$ cat src/rtl/nvram_upload_reader_pkg.sv
// Shared types and constants for the NVRAM/hiscore upload reader.
package nvram_pkg;

  typedef enum logic [2:0] {
    IDLE,
    ARB,
    READ,
    LAT,
    DONE
  } state_t;

  localparam logic [7:0] UPLOAD_INDEX_HISCORE = 8'd4;
  localparam int         IOCTL_AW             = 25;

  // Session checksum wraps modulo 2^16.
  function automatic logic [15:0] csum_add(input logic [15:0] sum, input logic [7:0] b);
    return sum + {8'h00, b};
  endfunction

endpackage

$ cat src/rtl/nvram_upload_reader_if.sv
// ioctl upload channel plus the stolen work-RAM read port, bundled for the reader.
interface nvram_upload_reader_if #(
  parameter int AW = 11
);
  logic          ioctl_upload;
  logic          ioctl_rd;
  logic [24:0]   ioctl_addr;
  logic [7:0]    ioctl_index;
  logic [7:0]    ioctl_din;
  logic          ioctl_wait;
  logic          ram_gnt;
  logic          ram_rd;
  logic [AW-1:0] ram_addr;
  logic [7:0]    ram_q;

  // Environment side: hps_io and the RAM arbiter.
  modport master (
    output ioctl_upload, ioctl_rd, ioctl_addr, ioctl_index, ram_gnt, ram_q,
    input  ioctl_din, ioctl_wait, ram_rd, ram_addr
  );

  // Reader side.
  modport slave (
    input  ioctl_upload, ioctl_rd, ioctl_addr, ioctl_index, ram_gnt, ram_q,
    output ioctl_din, ioctl_wait, ram_rd, ram_addr
  );
endinterface

$ cat src/rtl/nvram_upload_reader.sv
// Serves HPS ioctl uploads of game work-RAM, stealing RAM read cycles only while
// ram_gnt is high and stalling the HPS with ioctl_wait until each byte is ready.
module nvram_upload_reader
  import nvram_pkg::*;
#(
  parameter logic [7:0] INDEX   = UPLOAD_INDEX_HISCORE,
  parameter int         AW      = 11,
  parameter int         SIZE    = 2048,
  parameter int         RAM_LAT = 2,
  parameter logic [7:0] FILL    = 8'hFF
) (
  input  logic                  clk_sys,
  input  logic                  RESET,
  nvram_upload_reader_if.slave  io,
  output logic                  pause_req,
  output logic [15:0]           csum
);

  state_t        state;
  logic [AW-1:0] addr_p0;
  logic [2:0]    lat_cnt;
  logic [7:0]    din_r;
  logic          wait_r;
  logic          ram_rd_r;
  logic [AW-1:0] ram_addr_r;
  logic          sel;
  logic          out_of_range;

  assign sel          = io.ioctl_upload & (io.ioctl_index == INDEX);
  assign out_of_range = io.ioctl_addr >= IOCTL_AW'(SIZE);

  assign io.ioctl_din  = din_r;
  assign io.ioctl_wait = wait_r;
  assign io.ram_rd     = ram_rd_r;
  assign io.ram_addr   = ram_addr_r;

  // pause_req doubles as the delayed sel, so sel & ~pause_req marks a session start.
  always_ff @(posedge clk_sys or posedge RESET) begin
    if (RESET) begin
      state      <= IDLE;
      addr_p0    <= '0;
      lat_cnt    <= '0;
      din_r      <= '0;
      wait_r     <= 1'b0;
      ram_rd_r   <= 1'b0;
      ram_addr_r <= '0;
      pause_req  <= 1'b0;
      csum       <= '0;
    end else begin
      pause_req <= sel;
      ram_rd_r  <= 1'b0;

      if (!sel && state != IDLE) begin
        // Session dropped mid-transfer: release the HPS, discard any RAM data.
        state  <= IDLE;
        wait_r <= 1'b0;
      end else begin
        case (state)
          IDLE: begin
            if (io.ioctl_rd && sel) begin
              addr_p0 <= io.ioctl_addr[AW-1:0];
              wait_r  <= 1'b1;
              if (out_of_range) begin
                din_r <= FILL;
                state <= DONE;
              end else begin
                state <= ARB;
              end
            end
          end

          // Grant is only looked at here; once ram_rd is out the read completes.
          ARB: begin
            if (io.ram_gnt) begin
              ram_rd_r   <= 1'b1;
              ram_addr_r <= addr_p0;
              state      <= READ;
            end
          end

          READ: begin
            lat_cnt <= 3'(RAM_LAT - 1);
            state   <= LAT;
          end

          LAT: begin
            if (lat_cnt == 3'd0) begin
              din_r <= io.ram_q;
              state <= DONE;
            end else begin
              lat_cnt <= lat_cnt - 3'd1;
            end
          end

          DONE: begin
            wait_r <= 1'b0;
            csum   <= csum_add(csum, din_r);
            state  <= IDLE;
          end

          default: state <= IDLE;
        endcase
      end

      if (sel && !pause_req) begin
        csum <= '0;
      end
    end
  end

endmodule

$ cat src/flat_wrapper.sv
// flat-port wrapper written by rule: the top's interface ports become plain ports
module nvram_upload_reader_flat import nvram_pkg::*;
#(
  parameter logic [7:0] INDEX   = UPLOAD_INDEX_HISCORE,
  parameter int         AW      = 11,
  parameter int         SIZE    = 2048,
  parameter int         RAM_LAT = 2,
  parameter logic [7:0] FILL    = 8'hFF
)
  (clk_sys, RESET, pause_req, csum, io_ioctl_upload, io_ioctl_rd, io_ioctl_addr, io_ioctl_index, io_ram_gnt, io_ram_q, io_ioctl_din, io_ioctl_wait, io_ram_rd, io_ram_addr);
  nvram_upload_reader_if #(.AW(AW)) io_i ();
  input  logic clk_sys;
  input  logic RESET;
  output logic pause_req;
  output logic [15:0] csum;
  input wire logic [$bits(io_i.ioctl_upload)-1:0] io_ioctl_upload;
  input wire logic [$bits(io_i.ioctl_rd)-1:0] io_ioctl_rd;
  input wire logic [$bits(io_i.ioctl_addr)-1:0] io_ioctl_addr;
  input wire logic [$bits(io_i.ioctl_index)-1:0] io_ioctl_index;
  input wire logic [$bits(io_i.ram_gnt)-1:0] io_ram_gnt;
  input wire logic [$bits(io_i.ram_q)-1:0] io_ram_q;
  output wire logic [$bits(io_i.ioctl_din)-1:0] io_ioctl_din;
  output wire logic [$bits(io_i.ioctl_wait)-1:0] io_ioctl_wait;
  output wire logic [$bits(io_i.ram_rd)-1:0] io_ram_rd;
  output wire logic [$bits(io_i.ram_addr)-1:0] io_ram_addr;
  assign io_i.ioctl_upload = io_ioctl_upload;
  assign io_i.ioctl_rd = io_ioctl_rd;
  assign io_i.ioctl_addr = io_ioctl_addr;
  assign io_i.ioctl_index = io_ioctl_index;
  assign io_i.ram_gnt = io_ram_gnt;
  assign io_i.ram_q = io_ram_q;
  assign io_ioctl_din = io_i.ioctl_din;
  assign io_ioctl_wait = io_i.ioctl_wait;
  assign io_ram_rd = io_i.ram_rd;
  assign io_ram_addr = io_i.ram_addr;
  nvram_upload_reader #(.INDEX(INDEX), .AW(AW), .SIZE(SIZE), .RAM_LAT(RAM_LAT), .FILL(FILL)) u_core (.clk_sys(clk_sys), .RESET(RESET), .io(io_i), .pause_req(pause_req), .csum(csum));
endmodule
$ cat config.mk
export PLATFORM = sky130hd
export DESIGN_NAME = nvram_upload_reader_flat
export DESIGN_NICKNAME = d
export VERILOG_FILES = /design/src/rtl/nvram_upload_reader_pkg.sv /design/src/rtl/nvram_upload_reader_if.sv /design/src/rtl/nvram_upload_reader.sv /design/src/flat_wrapper.sv
export SDC_FILE = /design/constraint.sdc
export NUM_CORES = 1
export LEC_CHECK = 0
export ABC_AREA = 0
export CORE_MARGIN = 2
export CORE_UTILIZATION = 30
export CTS_BUF_LIST = sky130_fd_sc_hd__clkbuf_16
export DETAILED_ROUTE_END_ITERATION = 7
export PLACE_DENSITY = 0.51
export SETUP_SLACK_MARGIN = 0.3
export SKIP_CTS_REPAIR_TIMING = 1
export SYNTH_ARGS = -nofsm -noshare
export SYNTH_HDL_FRONTEND = slang
export SYNTH_SLANG_ARGS = --single-unit
$ cat constraint.sdc
create_clock -name clk_sys -period 4.9 [get_ports clk_sys]
set_clock_uncertainty 0.15 [all_clocks]
set_input_delay 0.735 -clock clk_sys [delete_from_list [all_inputs] [get_ports clk_sys]]
set_output_delay 0.735 -clock clk_sys [all_outputs]
set_load 0.005 [all_outputs]
==> impl_metrics.env, run 1 <==
export IMPL_drcViolationCount=0
export IMPL_slowest_delay_ns=0.86
export IMPL_cpMaxStageDelayCell="nor3_2"
export IMPL_clockBufferDepth=2
export IMPL_dpl_hpwl_mm=4.94
export IMPL_cts_tree="built"
export IMPL_antenna_left=0
export IMPL_cts_root_buf="clkbuf_16"
export IMPL_synth_seq_cells=55
export IMPL_met1Wirelength_mm=3.03
export IMPL_crit_type="input pin to flop"
export IMPL_grt_pass1_wl_mm=11.5
export IMPL_critPathCaptureType="flop"
export IMPL_first_pass_iters=4
export IMPL_port_buffers=83
export IMPL_drv_cap=0
export IMPL_hold_path_class="flop to flop"
export IMPL_rows=35
export IMPL_period_share_pct=64.2
export IMPL_path_max_fanout=17
export IMPL_grt_pass1_vias=2322
export IMPL_via_count=2188
export IMPL_synthDistinctLibCells=52
export IMPL_clock_sinks=55
export IMPL_cts_max_level=2
export IMPL_rsz0062_at_grt="false"
export IMPL_wl_met2_mm=3.25
export IMPL_crit_buf_inv=1
export IMPL_setup_worst_path_start_class="input pin"
export IMPL_tightest_slew_ns=0.898
export IMPL_synth_async_reset_ratio_pct=100
export IMPL_dieArea_mm2=0.0100
export IMPL_p_per_area_mw_per_mm2=237
export IMPL_syn_avg_cell_area_um2=11.4
export IMPL_drt_wirelength_per_cell_um=15.2
export IMPL_fin_crit_ns=3.15
export IMPL_ys_flop_type="dfrtp_1"
export IMPL_place_inst=432
export IMPL_power_leakage_nw=1.68
export IMPL_setup_violations=0
export IMPL_drive_above_1_share_pct=13.1
export IMPL_synth_nets=300
export IMPL_fin_cells=440
export IMPL_cp_arrival_ns=3.18
export IMPL_antenna_cells=0
export IMPL_num_io_pins=84
export IMPL_area_delta_synth_final_pct=40.1
export IMPL_maxUsedRoutingLayer="met4"
export IMPL_cts_buffers=5
export IMPL_die_w_um=100
export IMPL_wl_met3_um=401
export IMPL_slew_viol_final=0
export IMPL_track_usage_pct=14.2
export IMPL_ir_drop_v=0.000141
export IMPL_initial_core_util_pct=30.5
export IMPL_seq_area_frac_synth_pct=49.5
export IMPL_grt_max_degree=56
export IMPL_synth_edf_count=0
export IMPL_fmax_ghz=0.318
export IMPL_netlist_instances=243
export IMPL_antenna_found_initial=0
export IMPL_vias_per_cell=4.97
export IMPL_synth_area_mm2=0.00278
export IMPL_clk_latency_ns=0.29
export IMPL_critPathTopFamily="simple AND/OR/NAND/NOR gates"
export IMPL_first_iter_violations=80
export IMPL_fin_nets=385
export IMPL_worstPathRequired_ns=4.93
export IMPL_ys_warnings_count=0
export IMPL_place_congestion=0.806
export IMPL_overflow=0
export IMPL_cp_cell_sequence="clkdlybuf4s50_1, nor4b_4, nand3_2, nor3_2, mux2_2"
export IMPL_tns_ns=0
export IMPL_hold_viol_final=0
export IMPL_core_area_mm2=0.00911
export IMPL_status="complete, no violations"
export IMPL_wl_mm=6.70
export IMPL_die_h_um=100
export IMPL_slew_headroom_pct=39.8
export IMPL_clk_pin_slew_ns=0.08
routing by layer:
metal,global-route usage [%],vias up
li1,-,1072
met1,18.3,1051
met2,24.4,61
met3,3.90,4
met4,1.90,0
met5,0,-
registers in the layout, summed over array words and instances (netlist names):
name,cells
u_core.io.ioctl_din,8
u_core.io.ram_addr,11
u_core.io.ioctl_wait,1
u_core.csum,16
u_core.pause_req,1
u_core.lat_cnt,3
u_core.addr_p0,11
u_core.io.ram_rd,1
u_core.state,3
cell families after synthesis:
group,Yosys count,share of synthesized area [%]
xor gates and xnor gates,11,3.47
buffers and inverters,14,2.07
adders and majority gates,11,5.22
and+or+nand+nor,72,14.9
DFF,55,49.5
muxes,24,9.64
AOI/OAI and AO/OA,56,15.2
final timing paths:
path                       slack (ns)                                end                          start  depth (start not counted)
max                              1.75  u_core.io.ram_addr[4]$_DFFE_PP0P_              io_ioctl_index[5]                          5
min                              0.35      u_core.addr_p0[4]$_DFFE_PP0P_  u_core.addr_p0[4]$_DFFE_PP0P_                          1
max reg2reg                      2.45        u_core.csum[12]$_DFFE_PP0P_     u_core.csum[0]$_DFFE_PP0P_                          9
min reg2reg                      0.35      u_core.addr_p0[4]$_DFFE_PP0P_  u_core.addr_p0[4]$_DFFE_PP0P_                          1
max in group asynchronous        3.33         u_core.csum[5]$_DFFE_PP0P_                          RESET                          3
min in group asynchronous        0.80        u_core.csum[10]$_DFFE_PP0P_                          RESET                          3
cell usage in the layout (no fill, tap or decap), types with 3 or more instances in the layout:
cell type	netlist	routed
a21oi_1	13	13
clkdlybuf4s50_1	0	83
nor2_1	16	16
o211ai_1	3	3
a22o_1	12	12
o21ai_0	4	4
nand2b_1	4	4
nor4_1	3	3
dfrtp_1	55	55
xnor2_1	8	8
o22a_1	8	8
ha_1	10	10
clkbuf_16	0	5
nor2b_1	3	3
and2_1	3	3
nand3_1	7	7
inv_1	7	6
nand4_1	5	5
xor2_1	3	3
mux2_2	22	22
nand2_1	13	13
synthesized netlist by cell type (all sizes together), types with 2 or more instances:
cell type,instances,area share [%]
dfrtp,55,50
mux2,22,8.9
nor2,18,2.6
a21oi,13,2.3
nand2,13,1.8
a22o,12,3.8
ha,10,4.5
inv,8,1.1
nand3,8,1.6
o22a,8,2.5
xnor2,8,2.5
nand4,5,1.1
clkbuf,4,0.54
nand2b,4,0.90
o21ai,4,0.72
and2,3,0.68
nor2b,3,0.68
nor3,3,0.54
nor3b,3,0.99
nor4,3,0.68
nor4b,3,1.5
o211ai,3,0.81
xor2,3,0.95
a211oi,2,0.72
a21boi,2,0.68
buf,2,0.45
mux2i,2,0.72
nand3b,2,0.54
o2111ai,2,0.63
or3b,2,0.63
final cells by class:
| class | count | area [um^2] |
|---|---|---|
| Clock buffer | 5 | 125 |
| Clock inverter | 3 | 33.8 |
| Fill cell | 887 | 5220 |
| Inverter | 8 | 30.0 |
| Multi-Input combinational cell | 174 | 1350 |
| Sequential cell | 55 | 1380 |
| Tap cell | 111 | 139 |
| Timing Repair Buffer | 84 | 838 |
metrics by stage:
stage | instance area [um^2] | utilization (%) | power, mW | hold slack [ns] | worst slack (ns)
finish | 3890 | 42.7 | 0.924 | 0.352 | 1.75
global route | 3890 | 42.7 | 0.972 | 0.372 | 1.52
floorplan | 2780 | - | 0.500 | 0.324 | 2.53
global placement | 3730 | 41.0 | 0.556 | 0.334 | 1.39
CTS | 3890 | 42.7 | 0.944 | 0.360 | 1.66
detailed placement | 3730 | 41.0 | 0.557 | 0.338 | 1.34
power breakdown:
group	switching (mW)	internal [mW]	total, mW
sequential	0.00727	0.461	0.468
combinational	0.0269	0.0509	0.0778
clock	0.180	0.198	0.378
No activity file was read; power rests on OpenSTA's default activity.
==> run 2: changes to the inputs <==
--- a/config.mk
+++ b/config.mk
@@ -10,7 +10,7 @@
 export CORE_UTILIZATION = 30
 export CTS_BUF_LIST = sky130_fd_sc_hd__clkbuf_16
 export DETAILED_ROUTE_END_ITERATION = 7
-export PLACE_DENSITY = 0.51
+export PLACE_DENSITY = 0.53
 export SETUP_SLACK_MARGIN = 0.3
 export SKIP_CTS_REPAIR_TIMING = 1
 export SYNTH_ARGS = -nofsm -noshare
==> constraint.sdc (replaced) <==
create_clock -name clk_sys -period 2.6 [get_ports clk_sys]
set_clock_uncertainty 0.15 [all_clocks]
set_input_delay 0.39 -clock clk_sys [delete_from_list [all_inputs] [get_ports clk_sys]]
set_output_delay 0.39 -clock clk_sys [all_outputs]
set_load 0.005 [all_outputs]
==> run 2 against run 1 <==
Clock-buffer cell count stayed put; highest routed layer unchanged; hold slack got worse by 0.032 ns; sequential cell count unchanged; largest power group unchanged; non-clock buffer count rose by 17; global-route usage decreased by 0.77 points.
==> impl_metrics.env, run 2 (same netlist as run 1, synthesis figures left out) <==
export IMPL_setup_worst_path_start_class="flop"
export IMPL_top_register="u_core.csum"
export IMPL_p_total_mw=1.74
export IMPL_clock_sinks=55
export IMPL_cts_buffers=5
export IMPL_drcViolationCount=0
export IMPL_grt_pass1_vias=2178
export IMPL_fin_crit_ns=2.28
export IMPL_wl_mm=6.65
export IMPL_reg2reg_to="u_core.csum[12]$_DFFE_PP0P_"
export IMPL_worstPathRequired_ns=2.61
export IMPL_tns_ns=0
export IMPL_clk_latency_ns=0.29
export IMPL_cp_arrival_ns=2.29
export IMPL_crit_type="flop to flop"
export IMPL_largest_reg_flops=16
export IMPL_status="complete, no violations"
export IMPL_grt_max_degree=28
export IMPL_path_max_fanout=5
export IMPL_p_per_area_mw_per_mm2=425
export IMPL_tightest_slew_ns=0.585
export IMPL_whs_ns=0.321
export IMPL_drt_wirelength_per_cell_um=14.5
export IMPL_vias_per_cell=4.97
export IMPL_port_buffers=83
export IMPL_area_delta_synth_final_pct=47.2
export IMPL_die_w_um=100
export IMPL_fmax_ghz=0.439
export IMPL_place_congestion=0.804
export IMPL_dpl_hpwl_mm=5.00
export IMPL_drv_cap=0
export IMPL_grt_pass1_wl_mm=10.8
export IMPL_setup_violations=0
export IMPL_antenna_found_initial=0
export IMPL_reg2reg_from="u_core.csum[0]$_DFFE_PP0P_"
export IMPL_fin_nets=402
export IMPL_num_io_pins=84
export IMPL_power_leakage_nw=1.77
export IMPL_slew_viol_final=0
export IMPL_ir_drop_v=0.000284
export IMPL_hold_path_class="input pin to asynchronous set/reset pin"
export IMPL_track_usage_pct=13.4
export IMPL_via_count=2272
export IMPL_cts_root_buf="clkbuf_16"
export IMPL_period_share_pct=87.6
export IMPL_first_iter_violations=50
export IMPL_nFillCells=895
export IMPL_hold_viol_final=0
export IMPL_core_area_mm2=0.00911
export IMPL_critPathCaptureType="flop"
export IMPL_rr_worst_depth=9
export IMPL_cts_max_level=2
export IMPL_overflow=0
export IMPL_clk_pin_slew_ns=0.08
export IMPL_clockBufferDepth=2
export IMPL_drive_above_1_share_pct=19.9
export IMPL_initial_core_util_pct=30.5
export IMPL_dieArea_mm2=0.0100
export IMPL_die_h_um=100
export IMPL_final_common_cell="clkdlybuf4s50_1"
export IMPL_rsz0062_at_grt="true"
export IMPL_antenna_cells=0
export IMPL_rows=35
export IMPL_r2r_setup_slack_ns=0.32
export IMPL_antenna_left=0
export IMPL_cts_tree="built"
export IMPL_slew_headroom_pct=60.9
export IMPL_final_cell_mix="clkdlybuf4s50_1, dfrtp_1, mux2_2"
export IMPL_first_pass_iters=4
==> run 2: cell types whose count changed in the layout (fill, tap and decap cells not counted), sizes merged <==
cell and delta:
clkdlybuf4s50 -1, buf +17, clkinvlp +1, clkinv -1, dlymetal6s2s +1
==> run 2: metrics by stage <==
stage	std cells	worst slack, ns	instance area [um^2]	utilization, %
3_3_place_gp	443	0.108	3840	42.2
4_1_cts	451	0.167	3990	43.8
2_1_floorplan	243	0.448	2780	-
5_1_grt	457	0.205	4090	44.9
3_5_place_dp	443	0.0683	3840	42.2
6_report	457	0.323	4090	44.9
==> run 2: worst max-delay path by stage <==
| stage | to | cells past startpoint | start | slack (ns) |
|---|---|---|---|---|
| finish | u_core.csum[12]$_DFFE_PP0P_ | 9 | u_core.csum[0]$_DFFE_PP0P_ | 0.32 |
| global route | u_core.csum[12]$_DFFE_PP0P_ | 9 | u_core.csum[0]$_DFFE_PP0P_ | 0.20 |
| CTS | u_core.csum[12]$_DFFE_PP0P_ | 9 | u_core.csum[0]$_DFFE_PP0P_ | 0.17 |
| detailed placement | u_core.io.ram_addr[0]$_DFFE_PP0P_ | 7 | io_ioctl_index[5] | 0.07 |
| global placement | u_core.io.ram_addr[1]$_DFFE_PP0P_ | 7 | io_ioctl_index[5] | 0.11 |
| floorplan | u_core.csum[12]$_DFFE_PP0P_ | 9 | u_core.csum[0]$_DFFE_PP0P_ | 0.45 |
==> run 2: cell type report <==
type	instances	area, um^2	share of cell area [%]
Timing Repair Buffer	101	993	24.3
Tap cell	111	139	3.40
Sequential cell	55	1380	33.6
Multi-Input combinational cell	174	1400	34.2
Clock buffer	5	125	3.06
Clock inverter	3	27.5	0.673
Inverter	8	30.0	0.734
==> run 2: worst max-delay path, stage by stage (launching register included) <==
cell and delay (ns):
dfrtp_1 0.40, ha_2 0.21, inv_2 0.04, fa_2 0.35, nand2b_4 0.17, a21oi_4 0.14, o211ai_1 0.21, a211oi_2 0.30
xnor2_1 0.14, nor2_1 0.05
==> run 2: where the power goes <==
| group | total (mW) | leakage, nW | internal [mW] | switching, mW |
|---|---|---|---|---|
| sequential | 0.881 | 0.746 | 0.868 | 0.0125 |
| clock | 0.703 | 0.0723 | 0.368 | 0.335 |
| combinational | 0.156 | 0.954 | 0.103 | 0.0528 |
==> run 2: metal layers <==
metal / GRT usage (%) / wire [um]
met1: 17.1 / 2920
met2: 22.8 / 3270
met3: 3.69 / 412
met4: 2.85 / 54
met5: 0 / 0
==> run 3: changes to the inputs <==
--- a/config.mk
+++ b/config.mk
@@ -10,7 +10,8 @@
 export CORE_UTILIZATION = 30
 export CTS_BUF_LIST = sky130_fd_sc_hd__clkbuf_16
 export DETAILED_ROUTE_END_ITERATION = 7
-export PLACE_DENSITY = 0.53
+export DONT_BUFFER_PORTS = 1
+export PLACE_DENSITY = 0.41
 export SETUP_SLACK_MARGIN = 0.3
 export SKIP_CTS_REPAIR_TIMING = 1
 export SYNTH_ARGS = -nofsm -noshare
==> run 3 against run 2 <==
Design area is 23% lower; global-route usage up 0.099 points; die area did not move; final cell count fell by 20%; sequential power about the same; worst setup slack improved by 0.012 ns; non-clock buffer count shrank 92; routed wire length shrank 1.7%; power fell by 5.8%; utilization decreased by 10 points; sequential share of layout area increased by 9.9 points; sequential cell count is the same; critical endpoint unchanged; largest power group unchanged.
==> impl_metrics.env, run 3 (same netlist as run 1, synthesis figures left out) <==
export IMPL_status="complete, no violations"
export IMPL_clockBufferDepth=2
export IMPL_met3_usage_pct=3.83
export IMPL_final_common_cell="dfrtp_1"
export IMPL_p_seq_share_pct=54.0
export IMPL_fmax_ghz=0.441
export IMPL_antenna_found_initial=0
export IMPL_die_w_um=100
export IMPL_port_buffers=0
export IMPL_power_frac_comb_pct=3.7
export IMPL_fin_nets=310
export IMPL_antenna_left=0
export IMPL_drt_wirelength_per_cell_um=17.9
export IMPL_grt_util_met2_pct=21.7
export IMPL_wl_mm=6.53
export IMPL_place_inst=354
export IMPL_drive_above_1_share_pct=22.4
export IMPL_first_pass_iters=4
export IMPL_hold_viol_final=0
export IMPL_p_per_area_mw_per_mm2=519
export IMPL_place_congestion=0.743
export IMPL_reg2reg_from="u_core.csum[0]$_DFFE_PP0P_"
export IMPL_critPathCaptureType="flop"
export IMPL_antenna_cells=0
export IMPL_via_count=1901
export IMPL_tightest_slew_ns=0.733
export IMPL_post_route_util_pct=34.7
export IMPL_dp_slack_ns=0.205
export IMPL_largest_reg_flops=16
export IMPL_clock_sinks=55
export IMPL_clockPowerShare_pct=42.3
export IMPL_crit_type="flop to flop"
export IMPL_grt_pass1_vias=1959
export IMPL_initial_core_util_pct=30.5
export IMPL_core_area_mm2=0.00911
export IMPL_drv_cap=0
export IMPL_top_register="u_core.csum"
export IMPL_slowest_delay_ns=0.42
export IMPL_clk_latency_ns=0.30
export IMPL_track_usage_pct=13.5
export IMPL_slew_headroom_pct=51.1
export IMPL_power_leakage_nw=1.40
export IMPL_dieArea_mm2=0.0100
export IMPL_ir_drop_v=0.000228
export IMPL_overflow=0
export IMPL_rows=35
export IMPL_placed_area_mm2=0.00294
export IMPL_setup_worst_path_start_class="flop"
export IMPL_die_h_um=100
export IMPL_worstPathRequired_ns=2.62
export IMPL_rsz0062_at_grt="true"
export IMPL_grt_busiest_layer="met2"
export IMPL_dpl_hpwl_mm=4.66
export IMPL_crit_buf_inv=1
export IMPL_cts_max_level=2
export IMPL_period_share_pct=87.1
export IMPL_num_io_pins=84
export IMPL_cp_cell_sequence="ha_2, inv_1, fa_2, nand2b_4, a21oi_4, o211ai_1, a211oi_2, xnor2_1, nor2_1"
export IMPL_design_area_mm2=0.00316
export IMPL_setup_violations=0
export IMPL_grt_util_met1_pct=17.8
export IMPL_path_max_fanout=5
export IMPL_rr_worst_depth=9
export IMPL_grt_pass1_wl_mm=10.6
export IMPL_final_cell_mix="dfrtp_1, mux2_2, nor2_1"
export IMPL_vias_per_cell=5.21
export IMPL_critPathTopFamily="compound AO/OA/AOI/OAI gates"
export IMPL_first_iter_violations=47
export IMPL_slew_viol_final=0
export IMPL_cpMaxStageDelayCell="dfrtp_1"
export IMPL_whs_ns=0.0402
export IMPL_cts_buffers=5
export IMPL_p_total_mw=1.64
export IMPL_r2r_setup_slack_ns=0.33
export IMPL_fin_ws_ns=0.335
export IMPL_internal_power_mw=1.26
export IMPL_switchingPower_mw=0.379
export IMPL_area_delta_synth_final_pct=13.6
export IMPL_swShare_pct=23.1
export IMPL_cp_arrival_ns=2.28
export IMPL_clk_pin_slew_ns=0.07
export IMPL_fin_cells=365
export IMPL_grt_max_degree=56
export IMPL_reg2reg_to="u_core.csum[12]$_DFFE_PP0P_"
export IMPL_hold_path_class="input pin to asynchronous set/reset pin"
export IMPL_tns_ns=0
export IMPL_fin_crit_ns=2.27
export IMPL_cts_tree="built"
export IMPL_cts_root_buf="clkbuf_16"
export IMPL_drcViolationCount=0
-- run 3: layout make-up --
class                           count  area, um^2
Fill cell                         910        5950
Multi-Input combinational cell    174        1390
Sequential cell                    55        1380
Tap cell                          111         139
Clock buffer                        5         125
Timing Repair Buffer                9        67.6
Inverter                            8        30.0
Clock inverter                      3        27.5
-- run 3: worst register-to-register path: cells and delay by family (launching register included) --
| kind | cells | cell delay (ns) |
|---|---|---|
| adders and majority gates | 2 | 0.54 |
| xor gates and xnor gates | 1 | 0.14 |
| AOI/OAI and AO/OA | 3 | 0.61 |
| DFF | 1 | 0.42 |
| buffers and inverters | 1 | 0.05 |
| and+or+nand+nor | 2 | 0.22 |
-- run 3: how the worst max path moves through the flow --
stage	start	to	cells past startpoint
3_5_place_dp	u_core.csum[0]$_DFFE_PP0P_	u_core.csum[12]$_DFFE_PP0P_	9
3_3_place_gp	u_core.csum[0]$_DFFE_PP0P_	u_core.csum[12]$_DFFE_PP0P_	9
4_1_cts	u_core.csum[0]$_DFFE_PP0P_	u_core.csum[12]$_DFFE_PP0P_	9
6_report	u_core.csum[0]$_DFFE_PP0P_	u_core.csum[12]$_DFFE_PP0P_	9
5_1_grt	u_core.csum[0]$_DFFE_PP0P_	u_core.csum[12]$_DFFE_PP0P_	9
2_1_floorplan	u_core.csum[0]$_DFFE_PP0P_	u_core.csum[12]$_DFFE_PP0P_	9
-- run 3: power groups by stage --
stage | Clock [mW] | Sequential, mW | Combinational, mW
after floorplan | 0 | 0.895 | 0.0468
after global routing | 0.766 | 0.887 | 0.0714
after global placement | 0 | 0.901 | 0.0599
after detailed placement | 0 | 0.901 | 0.0606
final | 0.693 | 0.884 | 0.0610
after CTS | 0.733 | 0.884 | 0.0606
-- run 3: per-layer routing --
layer	share of wire (%)	routed length [um]	vias to the layer above
met5	0	0	-
met4	1.1	70	0
met3	5.6	368	6
met2	48	3150	54
met1	45	2940	917
li1	-	-	924
